--- config.mk ---
export PLATFORM = sky130hd
export DESIGN_NAME = cdb_arbiter
export DESIGN_NICKNAME = d
export VERILOG_FILES = /design/src/rtl/cdb_pkg.sv /design/src/rtl/cdb_src_fifo.sv /design/src/rtl/cdb_arbiter.sv
export SDC_FILE = /design/constraint.sdc
export NUM_CORES = 1
export LEC_CHECK = 0
export ABC_AREA = 1
export BUFFER_PORTS_ARGS = -buffer_cell sky130_fd_sc_hd__buf_2
export CAP_MARGIN = 20
export CORE_ASPECT_RATIO = 1.4
export CORE_MARGIN = 4
export CORE_UTILIZATION = 40
export CTS_BUF_LIST = sky130_fd_sc_hd__clkbuf_8
export CTS_CLUSTER_SIZE = 16
export DETAILED_ROUTE_END_ITERATION = 12
export GPL_TIMING_DRIVEN = 0
export HOLD_SLACK_MARGIN = 0.06
export SYNTH_ARGS = -nofsm -noshare
export SYNTH_HDL_FRONTEND = slang
export SYNTH_HIERARCHICAL = 1
export SYNTH_SLANG_ARGS = --single-unit
--- constraint.sdc ---
create_clock -name clk -period 3.57 [get_ports clk]
set_input_delay 0.1785 -clock clk [delete_from_list [all_inputs] [get_ports clk]]
set_output_delay 0.1785 -clock clk [all_outputs]
set_load 0.03 [all_outputs]
--- src/rtl/cdb_pkg.sv ---
// Shared types and helpers for the common data bus.
package cdb_pkg;

    localparam int DEF_TAG_W  = 6;
    localparam int DEF_DATA_W = 32;

    typedef struct packed {
        logic [DEF_TAG_W-1:0]  tag;
        logic [DEF_DATA_W-1:0] data;
    } cdb_entry_t;

    function automatic int src_idx_w(input int n);
        return (n > 1) ? $clog2(n) : 1;
    endfunction

endpackage

--- src/rtl/cdb_src_fifo.sv ---
// Per-producer result FIFO; any depth, wrapping pointers.
module cdb_src_fifo
    import cdb_pkg::*;
#(
    parameter int  DEPTH   = 2,
    parameter type entry_t = cdb_entry_t
) (
    input  logic   clk,
    input  logic   clear,
    input  logic   push,
    input  logic   pop,
    input  entry_t din,
    output entry_t head,
    output logic   full,
    output logic   empty
);

    localparam int PW = (DEPTH > 1) ? $clog2(DEPTH) : 1;
    localparam int CW = $clog2(DEPTH + 1);

    entry_t          mem_q [DEPTH];
    logic [PW-1:0]   rd_q, rd_d;
    logic [PW-1:0]   wr_q, wr_d;
    logic [CW-1:0]   cnt_q, cnt_d;

    function automatic logic [PW-1:0] nxt(input logic [PW-1:0] p);
        return (p == PW'(DEPTH - 1)) ? '0 : p + PW'(1);
    endfunction

    always_comb begin
        rd_d  = rd_q;
        wr_d  = wr_q;
        cnt_d = cnt_q;
        if (push) wr_d = nxt(wr_q);
        if (pop)  rd_d = nxt(rd_q);
        if (push && !pop) cnt_d = cnt_q + CW'(1);
        if (!push && pop) cnt_d = cnt_q - CW'(1);
    end

    always_ff @(posedge clk) begin
        if (clear) begin
            rd_q  <= '0;
            wr_q  <= '0;
            cnt_q <= '0;
        end else begin
            rd_q  <= rd_d;
            wr_q  <= wr_d;
            cnt_q <= cnt_d;
        end
    end

    always_ff @(posedge clk) begin
        if (push) mem_q[wr_q] <= din;
    end

    assign head  = mem_q[rd_q];
    assign full  = (cnt_q == CW'(DEPTH));
    assign empty = (cnt_q == '0);

endmodule

--- src/rtl/cdb_arbiter.sv ---
// Multi-lane round-robin common data bus with per-source buffering.
module cdb_arbiter
    import cdb_pkg::*;
#(
    parameter int NUM_SRC    = 4,
    parameter int NUM_LANES  = 1,
    parameter int FIFO_DEPTH = 2,
    parameter int TAG_WIDTH  = DEF_TAG_W,
    parameter int DATA_WIDTH = DEF_DATA_W
) (
    input  logic                    clk,
    input  logic                    rst,
    input  logic                    flush,
    input  logic [NUM_SRC-1:0]      src_valid,
    input  logic [NUM_SRC*TAG_WIDTH-1:0]  src_tag,
    input  logic [NUM_SRC*DATA_WIDTH-1:0] src_data,
    output logic [NUM_SRC-1:0]      src_ready,
    output logic [NUM_LANES-1:0]    cdb_valid,
    output logic [NUM_LANES*TAG_WIDTH-1:0]  cdb_tag,
    output logic [NUM_LANES*DATA_WIDTH-1:0] cdb_data,
    output logic [NUM_LANES*$clog2(NUM_SRC)-1:0] cdb_src,
    output logic [15:0]             conflict_cnt
);

    localparam int SIW = src_idx_w(NUM_SRC);

    typedef struct packed {
        logic [TAG_WIDTH-1:0]  tag;
        logic [DATA_WIDTH-1:0] data;
    } entry_t;

    entry_t             din  [NUM_SRC];
    entry_t             head [NUM_SRC];
    logic [NUM_SRC-1:0] full, empty, push, grant, avail;
    logic [SIW-1:0]     rr_q, rr_d, sel, last_idx;
    logic [15:0]        cc_q, cc_d;
    logic               kill, found;

    assign kill = rst | flush;

    for (genvar g = 0; g < NUM_SRC; g++) begin : g_src
        assign din[g].tag  = src_tag[g*TAG_WIDTH +: TAG_WIDTH];
        assign din[g].data = src_data[g*DATA_WIDTH +: DATA_WIDTH];
        assign push[g]     = src_valid[g] & ~full[g] & ~kill;

        cdb_src_fifo #(
            .DEPTH   (FIFO_DEPTH),
            .entry_t (entry_t)
        ) u_fifo (
            .clk   (clk),
            .clear (kill),
            .push  (push[g]),
            .pop   (grant[g]),
            .din   (din[g]),
            .head  (head[g]),
            .full  (full[g]),
            .empty (empty[g])
        );
    end

    assign src_ready = ~full;

    // Each lane takes the first still-unclaimed head in cyclic order from rr.
    always_comb begin
        grant     = '0;
        cdb_valid = '0;
        cdb_tag   = '0;
        cdb_data  = '0;
        cdb_src   = '0;
        last_idx  = rr_q;
        sel       = '0;
        found     = 1'b0;
        avail     = kill ? '0 : ~empty;
        for (int k = 0; k < NUM_LANES; k++) begin
            found = 1'b0;
            for (int j = 0; j < NUM_SRC; j++) begin
                sel = SIW'((int'(rr_q) + j) % NUM_SRC);
                if (!found && avail[sel]) begin
                    found        = 1'b1;
                    avail[sel]   = 1'b0;
                    grant[sel]   = 1'b1;
                    last_idx     = sel;
                    cdb_valid[k] = 1'b1;
                    cdb_tag[k*TAG_WIDTH +: TAG_WIDTH]    = head[sel].tag;
                    cdb_data[k*DATA_WIDTH +: DATA_WIDTH] = head[sel].data;
                    cdb_src[k*SIW +: SIW] = sel;
                end
            end
        end
    end

    always_comb begin
        rr_d = rr_q;
        if (|grant) begin
            rr_d = (last_idx == SIW'(NUM_SRC - 1)) ? '0
                 : last_idx + SIW'(1);
        end
        cc_d = cc_q;
        if (!flush && ($countones(~empty) > NUM_LANES)
            && (cc_q != 16'hFFFF)) begin
            cc_d = cc_q + 16'd1;
        end
    end

    always_ff @(posedge clk) begin
        if (rst) begin
            rr_q <= '0;
            cc_q <= '0;
        end else begin
            rr_q <= flush ? '0 : rr_d;
            cc_q <= cc_d;
        end
    end

    assign conflict_cnt = cc_q;

endmodule

==> Word level (Yosys, flattened, before mapping) <==
Memory sizes are Yosys's and may differ from the RTL's. A register that Yosys moved wholly into a read port is not among the register bits.
Cells that the tools add are included.
{ "totals": {"reg_bits": 34, "latch_bits": 0, "ramBits": 304, "rom_bits": 0, "input_bits": 159, "output_inout_bits": 61, "wordCells": 217, "n_memories": 4} }
{ "classes": {"n_addsub": 24, "multipliers": 0, "n_div": 0, "n_lt_le_gt_ge": 13, "eq_ne": 6, "shift": 0, "n_mux": 88, "bitwise_logic": 29, "n_reduce_logical": 39} }
{ "memory_table": {"columns": ["memory", "depth", "width", "read_ports", "rd_ports_with_merged_regs", "wr", "line_no", "text"], "rows": [
  ["g_src[0].u_fifo.mem_q", 2, 38, 1, 1, 1, "cdb_src_fifo.sv:21", "entry_t mem_q [DEPTH];"],
  ["g_src[1].u_fifo.mem_q", 2, 38, 1, 1, 1, "cdb_src_fifo.sv:21", null],
  ["g_src[2].u_fifo.mem_q", 2, 38, 1, 1, 1, "cdb_src_fifo.sv:21", null],
  ["g_src[3].u_fifo.mem_q", 2, 38, 1, 1, 1, "cdb_src_fifo.sv:21", null]
]} }
{ "ops": {"columns": ["op", "n"], "rows": [
  ["$bmux 38 s2", 4],
  ["$mux 38", 8],
  ["$mux 32", 4],
  ["$mux 1", 36],
  ["$mux 2", 16],
  ["$mux 4", 8],
  ["$mux 6", 4],
  ["$not 4->4", 5],
  ["$logic_and 1x1->1", 17],
  ["$add 16x1->16 const B", 1],
  ["$ne 16x16->1 const B", 1],
  ["$add 2x1->2 const B", 6],
  ["$and 4x4->4", 3],
  ["$ge 3x3->1 const B", 4],
  ["$logic_not 1->1", 12],
  ["$lt 2x3->1 const B", 4],
  ["$not 2->3", 4],
  ["$or 4x4->4", 3],
  ["$eq 2x2->1 const B", 5],
  ["$add 1x1->1 const B", 8],
  ["$and 1x1->1", 8],
  ["$bmux 1 s2", 4],
  ["$demux 1 s2", 4],
  ["$ge 2x1->1 const B", 4],
  ["11 further kinds", 26]
]} }

==> Depth between registers and ports, before layout <==
Gate-level depths: netlist (run 1).
{ "logic_depth": {"depth_word": 23, "depth_mapped": 25, "ltp_nobuf": 25} }

==> Hierarchy <==
Netlist (run 1), hierarchy kept.
{ "modules_own_cells": {"columns": ["mod", "n_inst", "cells_per_inst", "area_each_um2"], "rows": [
  ["cdb_src_fifo", 4, 151, 3049.2],
  ["cdb_arbiter", 1, 836, 5101.1]
]} }

==> Least setup slack after synthesis (run 1) <==
OpenSTA, ideal clock, no wires.
{ "synth_path": {"path_type": "reg2out", "startpoint": "register rr_q[1]", "endpoint": "output cdb_src[0]", "arrival_ps": 3254, "path_slack_ps": 138, "path_stages_with_launch": 21, "path_buffers": 2, "cell_sequence": "dfxtp_1 inv_1 clkbuf_1 clkbuf_1 ha_1 inv_1 nand3_2 nand2_2 nor2_4 nand2_2 nand2_1 nand3_2 nand2_2 nor2_4 nand2_1 nand2_2 nand3_4 nand2_1 nand2_1 a21oi_1 a21oi_1"} }
{ "synth_between": {"elab_chain_cells": 19, "elab_cells_between_ends": 48, "classes_between": "add/sub: 3; order compare: 6; mux: 24; bitwise: 6; reduce/logical: 9"} }
{ "synth_rtl": {"columns": ["element", "line_no", "text"], "rows": [
  ["start: declaration", "cdb_arbiter.sv:35", "logic [SIW-1:0] rr_q, rr_d, sel, last_idx;"],
  ["start signal: assignment", "cdb_arbiter.sv:110", "rr_q <= flush ? '0 : rr_d;"],
  ["$lt 2x3->1 (not written as such) / $ge 2x1->1 (equally long branches)", "cdb_arbiter.sv:80", "avail[sel] = 1'b0;"],
  ["$logic_and 1x1->1 (not written as such)", "cdb_arbiter.sv:80", null],
  ["$mux 1 (not written as such)", "cdb_arbiter.sv:80", null],
  ["$demux 1 s2", "cdb_arbiter.sv:80", null],
  ["$not 4->4 (no source line)", null, null],
  ["$and 4x4->4 (no source line)", null, null],
  ["$mux 4", "cdb_arbiter.sv:78", "if (!found && avail[sel]) begin"],
  ["$bmux 1 s2", "cdb_arbiter.sv:78", null],
  ["(+3 left out)", null, null],
  ["$bmux 1 s2", "cdb_arbiter.sv:78", null],
  ["$mux 1 (not written as such)", "cdb_arbiter.sv:78", null],
  ["$logic_and 1x1->1", "cdb_arbiter.sv:78", null],
  ["$mux 4", "cdb_arbiter.sv:78", null],
  ["$bmux 1 s2", "cdb_arbiter.sv:78", null],
  ["$mux 1 (not written as such)", "cdb_arbiter.sv:78", null],
  ["$logic_and 1x1->1", "cdb_arbiter.sv:78", null],
  ["$mux 2 (*)", "cdb_arbiter.sv:78", null],
  ["end: declaration", "cdb_arbiter.sv:21", "output logic [NUM_LANES*$clog2(NUM_SRC)-1:0] cdb_src,"]
]} }
Every way passes the cells marked *; elsewhere a longest branch is shown, timed or not. The select of a mux whose other input is x is not followed.

==> Final worst setup path (run 1) <==
{ "layout_path": {"startpoint": "register rr_q[0]", "endpoint": "output cdb_tag[5]"} }
{ "layout_between": {"elab_chain_cells": 19, "elab_cells_between_ends": 64, "classes_between": "add/sub: 3; order compare: 6; mux: 36; bitwise: 10; reduce/logical: 9"} }
{ "layout_rtl": {"columns": ["element", "line_no", "text"], "rows": [
  ["$lt 2x3->1 (not written as such) / $ge 2x1->1 (equally long branches)", "cdb_arbiter.sv:80", null],
  ["$logic_and 1x1->1 (not written as such)", "cdb_arbiter.sv:80", null],
  ["$mux 1 (not written as such)", "cdb_arbiter.sv:80", null],
  ["$demux 1 s2", "cdb_arbiter.sv:80", null],
  ["$not 4->4 (no source line)", null, null],
  ["$and 4x4->4 (no source line)", null, null],
  ["$mux 4", "cdb_arbiter.sv:78", null],
  ["$bmux 1 s2", "cdb_arbiter.sv:78", null],
  ["(+3 left out)", null, null],
  ["$bmux 1 s2", "cdb_arbiter.sv:78", null],
  ["$mux 1 (not written as such)", "cdb_arbiter.sv:78", null],
  ["$logic_and 1x1->1", "cdb_arbiter.sv:78", null],
  ["$mux 4", "cdb_arbiter.sv:78", null],
  ["$bmux 1 s2", "cdb_arbiter.sv:78", null],
  ["$mux 1 (not written as such)", "cdb_arbiter.sv:78", null],
  ["$logic_and 1x1->1", "cdb_arbiter.sv:78", null],
  ["$mux 6 (*)", "cdb_arbiter.sv:78", null],
  ["end: declaration", "cdb_arbiter.sv:19", "output logic [NUM_LANES*TAG_WIDTH-1:0] cdb_tag,"]
]} }
Marks and branches as above.

==> metrics.cfg, run 1 <==
[run_status]
outcome = finished, violations left
violations = setup timing

[worst_setup_path]
critPathLaunch = rr_q[0]
cp.required_ns = 3.39
rr_endpoint = g_src[0].u_fifo/cnt_q[1]
crit_path_max_fanout = 7
ff2ff_setup_slack_ns = 0.18
critPathArrivalTime_ns = 3.70
critPathLaunchType = register
rr_worst_depth = 24
worstSetupPathType = reg -> out
endpoint = cdb_tag[5]
rr_startpoint = rr_q[0]
worstSetupEndpointType = output pin

[die]
ioPinCount = 220
start_util = 0.4077
die_x_um = 183.8
die_h_um = 254.1
rows = 89
core_um2 = 42430
dieArea_um2 = 46680

[power]
p_leak_uw = 0.008774
ir_drop_mv = 0.8239
cellPowerDensity_nw_per_um2 = 672.1
finalPower_uw = 15860

[logic_synthesis]
synth.area.mux_share = 0.1672
syn_nets = 1609
ys_types = 40
synth_area_um2 = 17300
synthSimpleGateAreaFrac = 0.1052
yosysWarningCount = 6
syn_inst = 1440
synthAdderAreaFrac = 0.007667
synth_flop_cell = edfxtp_1
yosysSeqAreaShare = 0.5717
ys_ff_latch = 342
postSynthAreaPerCell_um2 = 12.01
synth_edf_count = 304
async_flop_share = 0
synthXorXnorAreaFrac = 0.002532
synth_top_family_by_area = multiplexers
synth_compound_area_frac = 0.09844

[drt]
dr.first_iter.drc_count = 849
firstDrtPassIters = 5
viasPerCell = 5.367
drc_errors = 0
wl_per_cell_um = 22.50
antenna_left = 0
routed_wl_mm = 56.53
num_vias = 13488

[timing]
tightest_slew_ns = 0.8876
hold-worst-slack_ns = 0.1374
fin_crit_sh = 1.087
report.final.slew_viol_count = 0
setup_tns_ns = -10.44
relSlewSlack = 0.4020
setup_ws_ns = -0.3117
setup-violations-final = 40
period_needed_ns = 3.882
fmax_ghz = 0.2576
hold_violations = 0
rsz0062_at_grt = yes
skew_ns = 0.04413

[cts]
path_clk_slew_ns = 0.06
cts_tree = built
clk_path_buf_depth = 3
root_buffer = clkbuf_8
clk_latency_ns = 0.61
htreeDepth = 2
clock-sinks = 342
cts_buffers = 53

[global_route]
grt_use_total = 0.2346
grt_pass1_vias = 13905
grt.overflow.total = 0
grt_start_max_net_pins = 40
grt_pass1_wl_mm = 81.62
grt_antenna_before_repair = 1

[layout]
drive_gt1_frac = 0.3413
utilization = 0.5561
layout_commonest_cell = edfxtp_1
finish.net_count = 2095
area_growth_pct = 36.40
layout_common_cells = edfxtp_1 (304), buf_2 (189), nand2_1 (178)

[worst_hold_path]
hold_class = in -> reg

[placed_design]
dp_hpwl_mm = 40.22
portBuffers = 219
gp_congestion = 0.9308

[flow_run]
cap_violations = 0

cells in the mapped netlist, types with 3 or more instances:
master / instances / area (um^2)
ha_1: 9 / 112.6
a21oi_1: 17 / 85.08
mux2_2: 72 / 810.8
xnor2_1: 4 / 35.03
o21ai_0: 117 / 585.6
o221ai_1: 56 / 490.5
nand2_1: 185 / 694.4
a211oi_1: 26 / 195.2
clkbuf_1: 43 / 161.4
and3_1: 4 / 25.02
nor2_4: 3 / 33.78
nand2_2: 4 / 25.02
nand3_2: 8 / 80.08
dfxtp_1: 38 / 760.7
mux2i_1: 88 / 880.8
buf_6: 16 / 180.2
buf_1: 4 / 15.01
nor3_1: 28 / 140.1
inv_1: 99 / 371.6
buf_2: 14 / 70.07
mux2_4: 80 / 1201
edfxtp_1: 304 / 9129
nand4_1: 17 / 106.4
nand3_1: 21 / 105.1
nor2_1: 145 / 544.3
o221ai_2: 20 / 300.3
cell families after synthesis:
logic type,count (synthesis)
AO/OA/AOI/OAI,242
XOR/XNOR,5
adder cells (fa/ha/maj),10
buffers and inverters,179
flip-flops,342
multiplexers,240
AND/OR/NAND/NOR,422
how the worst min path moves through the flow:
stage	start	endpoint	cells after the start
4_1_cts	rst	conflict_cnt[1]	3
3_5_place_dp	src_data[127]	g_src[3].u_fifo/mem_q[0][31]	1
2_1_floorplan	src_data[0]	g_src[0].u_fifo/mem_q[0][0]	0
5_1_grt	rst	conflict_cnt[1]	3
6_report	rst	conflict_cnt[1]	3
3_3_place_gp	src_data[67]	g_src[2].u_fifo/mem_q[0][3]	1
per-layer routing:
metal	vias to the layer above	GRT usage	wire, um
met3	136	0.02692	2386
met1	6629	0.2566	20570
met5	-	0	0
met2	445	0.4453	30620
met4	0	0.1150	2952
li1	6278	-	-
registers in the layout (all words and copies together) (netlist names), named ones only:
register / cells
g_src.u_fifo/wr_q: 4
g_src.u_fifo/rd_q: 4
g_src.u_fifo/mem_q: 304
rr_q: 2
g_src.u_fifo/cnt_q: 8
conflict_cnt: 16
area by class of cell:
cell class              instances  area, um^2
well taps                     546       683.2
clock buffers                  54       743.2
diodes                          1       2.502
fillers                      3565       18830
inverters                     100       386.6
multi-input cells             919        7531
clock inverters                41       235.2
repair buffers                431        3448
flip-flops and latches        342        9902
plain buffers                  79       663.1
report_power, final:
| group | leakage [uW] | internal [uW] | switching, uW |
|---|---|---|---|
| clock network | 0.000552 | 1560 | 1510 |
| logic | 0.00515 | 3350 | 4920 |
| registers | 0.00307 | 4470 | 50.0 |
| total | 0.00877 | 9380 | 6480 |
what timing repair did:
action | CTS | global route
hold buffers | 158 | 0
pin swaps | 13 | 21
gates cloned | 5 | 0
setup endpoints to repair | 59 | 47
endpoints found under the hold margin | 312 | 0
resized for setup | 248 | 47
buffers inserted | 30 | 15
worst max-delay path, cell delays in order (launching register included):
cell and delay, ns:
dfxtp_4 0.39, inv_4 0.04, buf_8 0.11, buf_6 0.11, nand3_4 0.07, nand3_4 0.15
nand3_4 0.14, nand3_2 0.09, nand3_4 0.11, nand4_1 0.19, nand2_2 0.14, nand3_4 0.13
nand4_1 0.18, nand3_2 0.12, nand3_4 0.14, nand4_1 0.12, buf_6 0.17, buf_12 0.15
buf_4 0.15, o221ai_4 0.21, buf_6 0.18
metrics by stage:
step / std cells / setup slack [ns] / cell area [um^2]
floorplan: 1440 / 0.1379 / 17300
global placement: 2205 / -1.298 / 19080
detailed placement: 2209 / -1.353 / 19190
CTS: 2497 / -0.3520 / 23240
global route: 2513 / -0.4670 / 23600
finish: 2513 / -0.3117 / 23600
Note: power is estimated with default switching activity, not from simulation.
==> run 2: changes to the inputs <==
--- a/config.mk
+++ b/config.mk
@@ -5,7 +5,6 @@
 export SDC_FILE = /design/constraint.sdc
 export NUM_CORES = 1
 export LEC_CHECK = 0
-export ABC_AREA = 1
 export BUFFER_PORTS_ARGS = -buffer_cell sky130_fd_sc_hd__buf_2
 export CAP_MARGIN = 20
 export CORE_ASPECT_RATIO = 1.4
==> run 2 against run 1 <==
The flow still finishes with violations (setup timing); combinational power shrank 11%; largest power group unchanged; maximum frequency fell by 6.2%; critical path depth down 4; register-to-register slack got worse by 0.61 ns; wire length increased by 0.32%; die area is 1.6% higher; final area rose by 2.1%; total power decreased by 5.0%; count of clock-buffer cells in the layout grew 1; setup slack lost 0.26 ns.
==> metrics.cfg, run 2 <==
[global_route]
grt.overflow.total = 0  ; unchanged
grt_start_max_net_pins = 30  ; was 40
grt_pass1_vias = 14140  ; was 13905
grt_pass1_wl_mm = 83.75  ; was 81.62 mm
grt_use_total = 0.2315  ; was 0.2346
grt_antenna_before_repair = 3  ; was 1

[logic_synthesis]
syn_inst = 1234  ; was 1440
ys_types = 60  ; was 40
synth_flop_cell = edfxtp_1  ; unchanged
synth_top_cell_area_share = 0.5189  ; was 0.5277
postSynthAreaPerCell_um2 = 14.26  ; was 12.01 um^2
yosysMostFrequentCell = edfxtp_1  ; unchanged
yosys-top-cells-area = edfxtp_1 (52%), mux2_2 (9.7%), mux4_2 (9.7%), mux2i_1 (4.7%), dfxtp_1 (4.3%)  ; was edfxtp_1 (53%), mux2_4 (6.9%), mux2i_1 (5.1%), mux2_2 (4.7%), dfxtp_1 (4.4%)
syn_nets = 1403  ; was 1609
synth_area_um2 = 17590  ; was 17300 um^2
synth_edf_count = 304  ; unchanged
synth_common_cells = edfxtp_1 (304), mux2_2 (152), mux2i_1 (82), nor2_1 (82), nand2_1 (78)  ; was edfxtp_1 (304), nand2_1 (185), nor2_1 (145)
ys_ff_latch = 342  ; unchanged
synth_top_area_cell = edfxtp_1  ; unchanged
async_flop_share = 0  ; unchanged
yosysWarningCount = 6  ; unchanged
yosysSeqAreaShare = 0.5622  ; was 0.5717

[layout]
layout_commonest_cell = edfxtp_1  ; unchanged
finish.net_count = 1898  ; was 2095
fin_cells = 2322  ; was 2513
top_register = g_src.u_fifo/mem_q  ; unchanged
n_fill_cell = 3522  ; was 3565
layout_common_cells = edfxtp_1 (304), buf_2 (190), dlygate4sd3_1 (158)  ; was edfxtp_1 (304), buf_2 (189), nand2_1 (178)
largest_reg_flops = 304  ; unchanged
area_growth_pct = 36.93  ; was 36.40%
final_area_um2 = 24090  ; was 23600 um^2
drive_gt1_frac = 0.4437  ; was 0.3413

[cts]
clk_path_buf_depth = 3  ; unchanged
htreeDepth = 2  ; unchanged
root_buffer = clkbuf_8  ; unchanged
path_clk_slew_ns = 0.07  ; was 0.06 ns
cts_tree = built  ; unchanged
cts_buffers = 53  ; unchanged
clock-sinks = 342  ; unchanged
clk_latency_ns = 0.61  ; about the same

[drt]
drc_errors = 0  ; unchanged
routed_wl_mm = 56.71  ; was 56.53 mm
wl_per_cell_um = 24.42  ; was 22.50 um
num_vias = 13287  ; was 13488
viasPerCell = 5.722  ; was 5.367
antenna_left = 0  ; unchanged
dr.first_iter.drc_count = 1034  ; was 849
firstDrtPassIters = 5  ; unchanged

[timing]
setup-violations-final = 54  ; was 40
fin_crit_sh = 1.159  ; was 1.087
setup_tns_ns = -19.98  ; was -10.44 ns
hold-worst-slack_ns = 0.2089  ; was 0.1374 ns
fmax_ghz = 0.2416  ; was 0.2576 GHz
hold_violations = 0  ; unchanged
tightest_slew_ns = 0.9548  ; was 0.8876 ns
period_needed_ns = 4.139  ; was 3.882 ns
setup_ws_ns = -0.5691  ; was -0.3117 ns
rsz0062_at_grt = yes  ; unchanged
relSlewSlack = 0.3634  ; was 0.4020
skew_ns = 0.02971  ; was 0.04413 ns
report.final.slew_viol_count = 0  ; unchanged

[die]
dieArea_um2 = 47450  ; was 46680 um^2
start_util = 0.4058  ; was 0.4077
core_um2 = 43350  ; was 42430 um^2
die_h_um = 256.1  ; was 254.1 um
ioPinCount = 220  ; unchanged
die_x_um = 185.2  ; was 183.8 um
rows = 90  ; was 89

[power]
p_leak_uw = 0.008600  ; was 0.008774 uW
pwr-share-comb = 0.489  ; was 0.521
p_sw_uw = 5462  ; was 6482 uW
p_seq_frac = 0.298  ; was 0.285
clockPowerShare = 0.213  ; was 0.194
p_sw_frac = 0.3626  ; was 0.4087
ir_drop_mv = 0.4432  ; was 0.8239 mV
cellPowerDensity_nw_per_um2 = 625.2  ; was 672.1 nW/um^2
internal_power_uw = 9600  ; was 9377 uW
finalPower_uw = 15060  ; was 15860 uW

[worst_hold_path]
hold_depth = 4  ; was 3
hold_class = in -> reg  ; unchanged

[worst_setup_path]
cpMaxStageDelayCell = a2111o_1  ; was dfxtp_4
cp_common_cell = buf_12  ; was nand3_4
worstSetupPathType = reg -> out  ; unchanged
worstPathBufferInverterCount = 6  ; was 7
critPathArrivalTime_ns = 3.96  ; was 3.70 ns
max_stage_delay_ns = 0.40  ; was 0.39 ns
crit_cells = 16  ; was 20
critPathLaunchType = register  ; unchanged
worstPathCellList = clkbuf_16 > clkinvlp_4 > ha_4 > nor3b_4 > a22o_4 > and3_4 > o41ai_4 > buf_4 > nand3_4 > and4_4 > buf_12 > buf_12 > a2111o_1 > o22ai_2 > a21oi_4 > buf_6  ; was inv_4 > buf_8 > buf_6 > nand3_4 > nand3_4 > nand3_4 > nand3_2 > nand3_4 > nand4_1 > nand2_2 > nand3_4 > nand4_1 > nand3_2 > nand3_4 > nand4_1 > buf_6 > buf_12 > buf_4 > o221ai_4 > buf_6
cp.required_ns = 3.39  ; about the same
cpLargestDelayFamily = compound AO/OA/AOI/OAI gates  ; was simple AND/OR/NAND/NOR gates
ff2ff_setup_slack_ns = -0.43  ; was 0.18 ns
crit_path_max_fanout = 6  ; was 7
rr_worst_depth = 18  ; was 24
worstSetupEndpointType = output pin  ; unchanged

[placed_design]
dp.cells = 2012  ; was 2209
gp_congestion = 0.8561  ; was 0.9308
portBuffers = 218  ; was 219
dp_hpwl_mm = 38.33  ; was 40.22 mm
placed_cell_area_um2 = 19670  ; was 19190 um^2

[run_status]
outcome = finished, violations left  ; unchanged
violations = setup timing  ; unchanged

[flow_run]
cap_violations = 0  ; unchanged

-- run 2: cell types whose count changed after synthesis, sizes merged, moves of 56 or more --
| cell | delta |
|---|---|
| nor2 | -68 |
| o221ai | -56 |
| o21ai | -84 |
| nand2 | -111 |
| inv | -82 |
| mux4 | +76 |
-- run 2: final timing paths --
check	from	end
worst max-delay path	rr_q[1]	cdb_data[24]
worst min-delay path	rst	rr_q[0]
worst max register to register	rr_q[1]	g_src[2].u_fifo/cnt_q[1]
worst min register to register	conflict_cnt[9]	conflict_cnt[9]
-- run 2: timing repair --
action | in CTS | in global routing
hold buffers | 158 | 0
setup buffers | 45 | 17
pin swaps | 61 | 40
gates resized for setup | 258 | 127
setup endpoints to repair | 58 | 57
gates cloned | 2 | 3
endpoints found under the hold margin | 315 | 0
-- run 2: layout make-up --
class,count,area [um^2],area share
Multi-Input combinational cell,790,8078,0.3353
Timing Repair Buffer,442,3690,0.1532
Inverter,18,78.83,0.003272
Buffer,82,633.1,0.02628
Tap cell,552,690.7,0.02867
Antenna cell,3,7.507,0.0003116
Sequential cell,342,9894,0.4107
Clock inverter,38,260.3,0.01080
Clock buffer,55,757.0,0.03142
-- run 2: worst reg2reg max path, stage by stage (launching register included) --
cell and delay, ns:
dfxtp_4 0.37, clkbuf_16 0.13, clkinvlp_4 0.10, ha_4 0.27
nor3b_4 0.16, a22o_4 0.29, and3_4 0.16, o41ai_4 0.27
buf_4 0.19, nand4_1 0.12, a31o_2 0.27, and2_4 0.20
buf_6 0.13, buf_6 0.11, a221o_1 0.38, ha_4 0.18
xnor2_1 0.13, or3_1 0.33, a21oi_2 0.13
-- run 2: power by group through the flow --
| stage | logic, uW | registers [uW] | clock network [uW] |
|---|---|---|---|
| after floorplan | 3660 | 4560 | 0 |
| after CTS | 6840 | 4480 | 3310 |
| after detailed placement | 5240 | 4560 | 0 |
| after global placement | 5140 | 4570 | 0 |
| after global routing | 7700 | 4490 | 3460 |
| final | 7360 | 4490 | 3210 |
-- run 2: metal layers --
| layer | GRT usage | share of wire |
|---|---|---|
| met3 | 0.03440 | 0.052 |
| met4 | 0.1022 | 0.044 |
| met1 | 0.2679 | 0.37 |
| met2 | 0.4185 | 0.53 |
| met5 | 0 | 0 |
-- run 2: cell families after synthesis --
| family | after synthesis | share of synthesized area |
|---|---|---|
| xor gates and xnor gates | 27 | 0.01344 |
| and+or+nand+nor | 247 | 0.06494 |
| muxes | 310 | 0.2413 |
| adders and majority gates | 10 | 0.007539 |
| DFF | 342 | 0.5622 |
| AOI/OAI and AO/OA | 196 | 0.08478 |
| buffers and inverters | 102 | 0.02589 |
-- run 2: stage by stage --
stage / worst slack, ns / utilization
finish: -0.5691 / 0.5556
global route: -0.6705 / 0.5556
CTS: -0.6593 / 0.5444
detailed placement: -1.444 / 0.4537
global placement: -1.626 / 0.4492
floorplan: -0.03935 / -
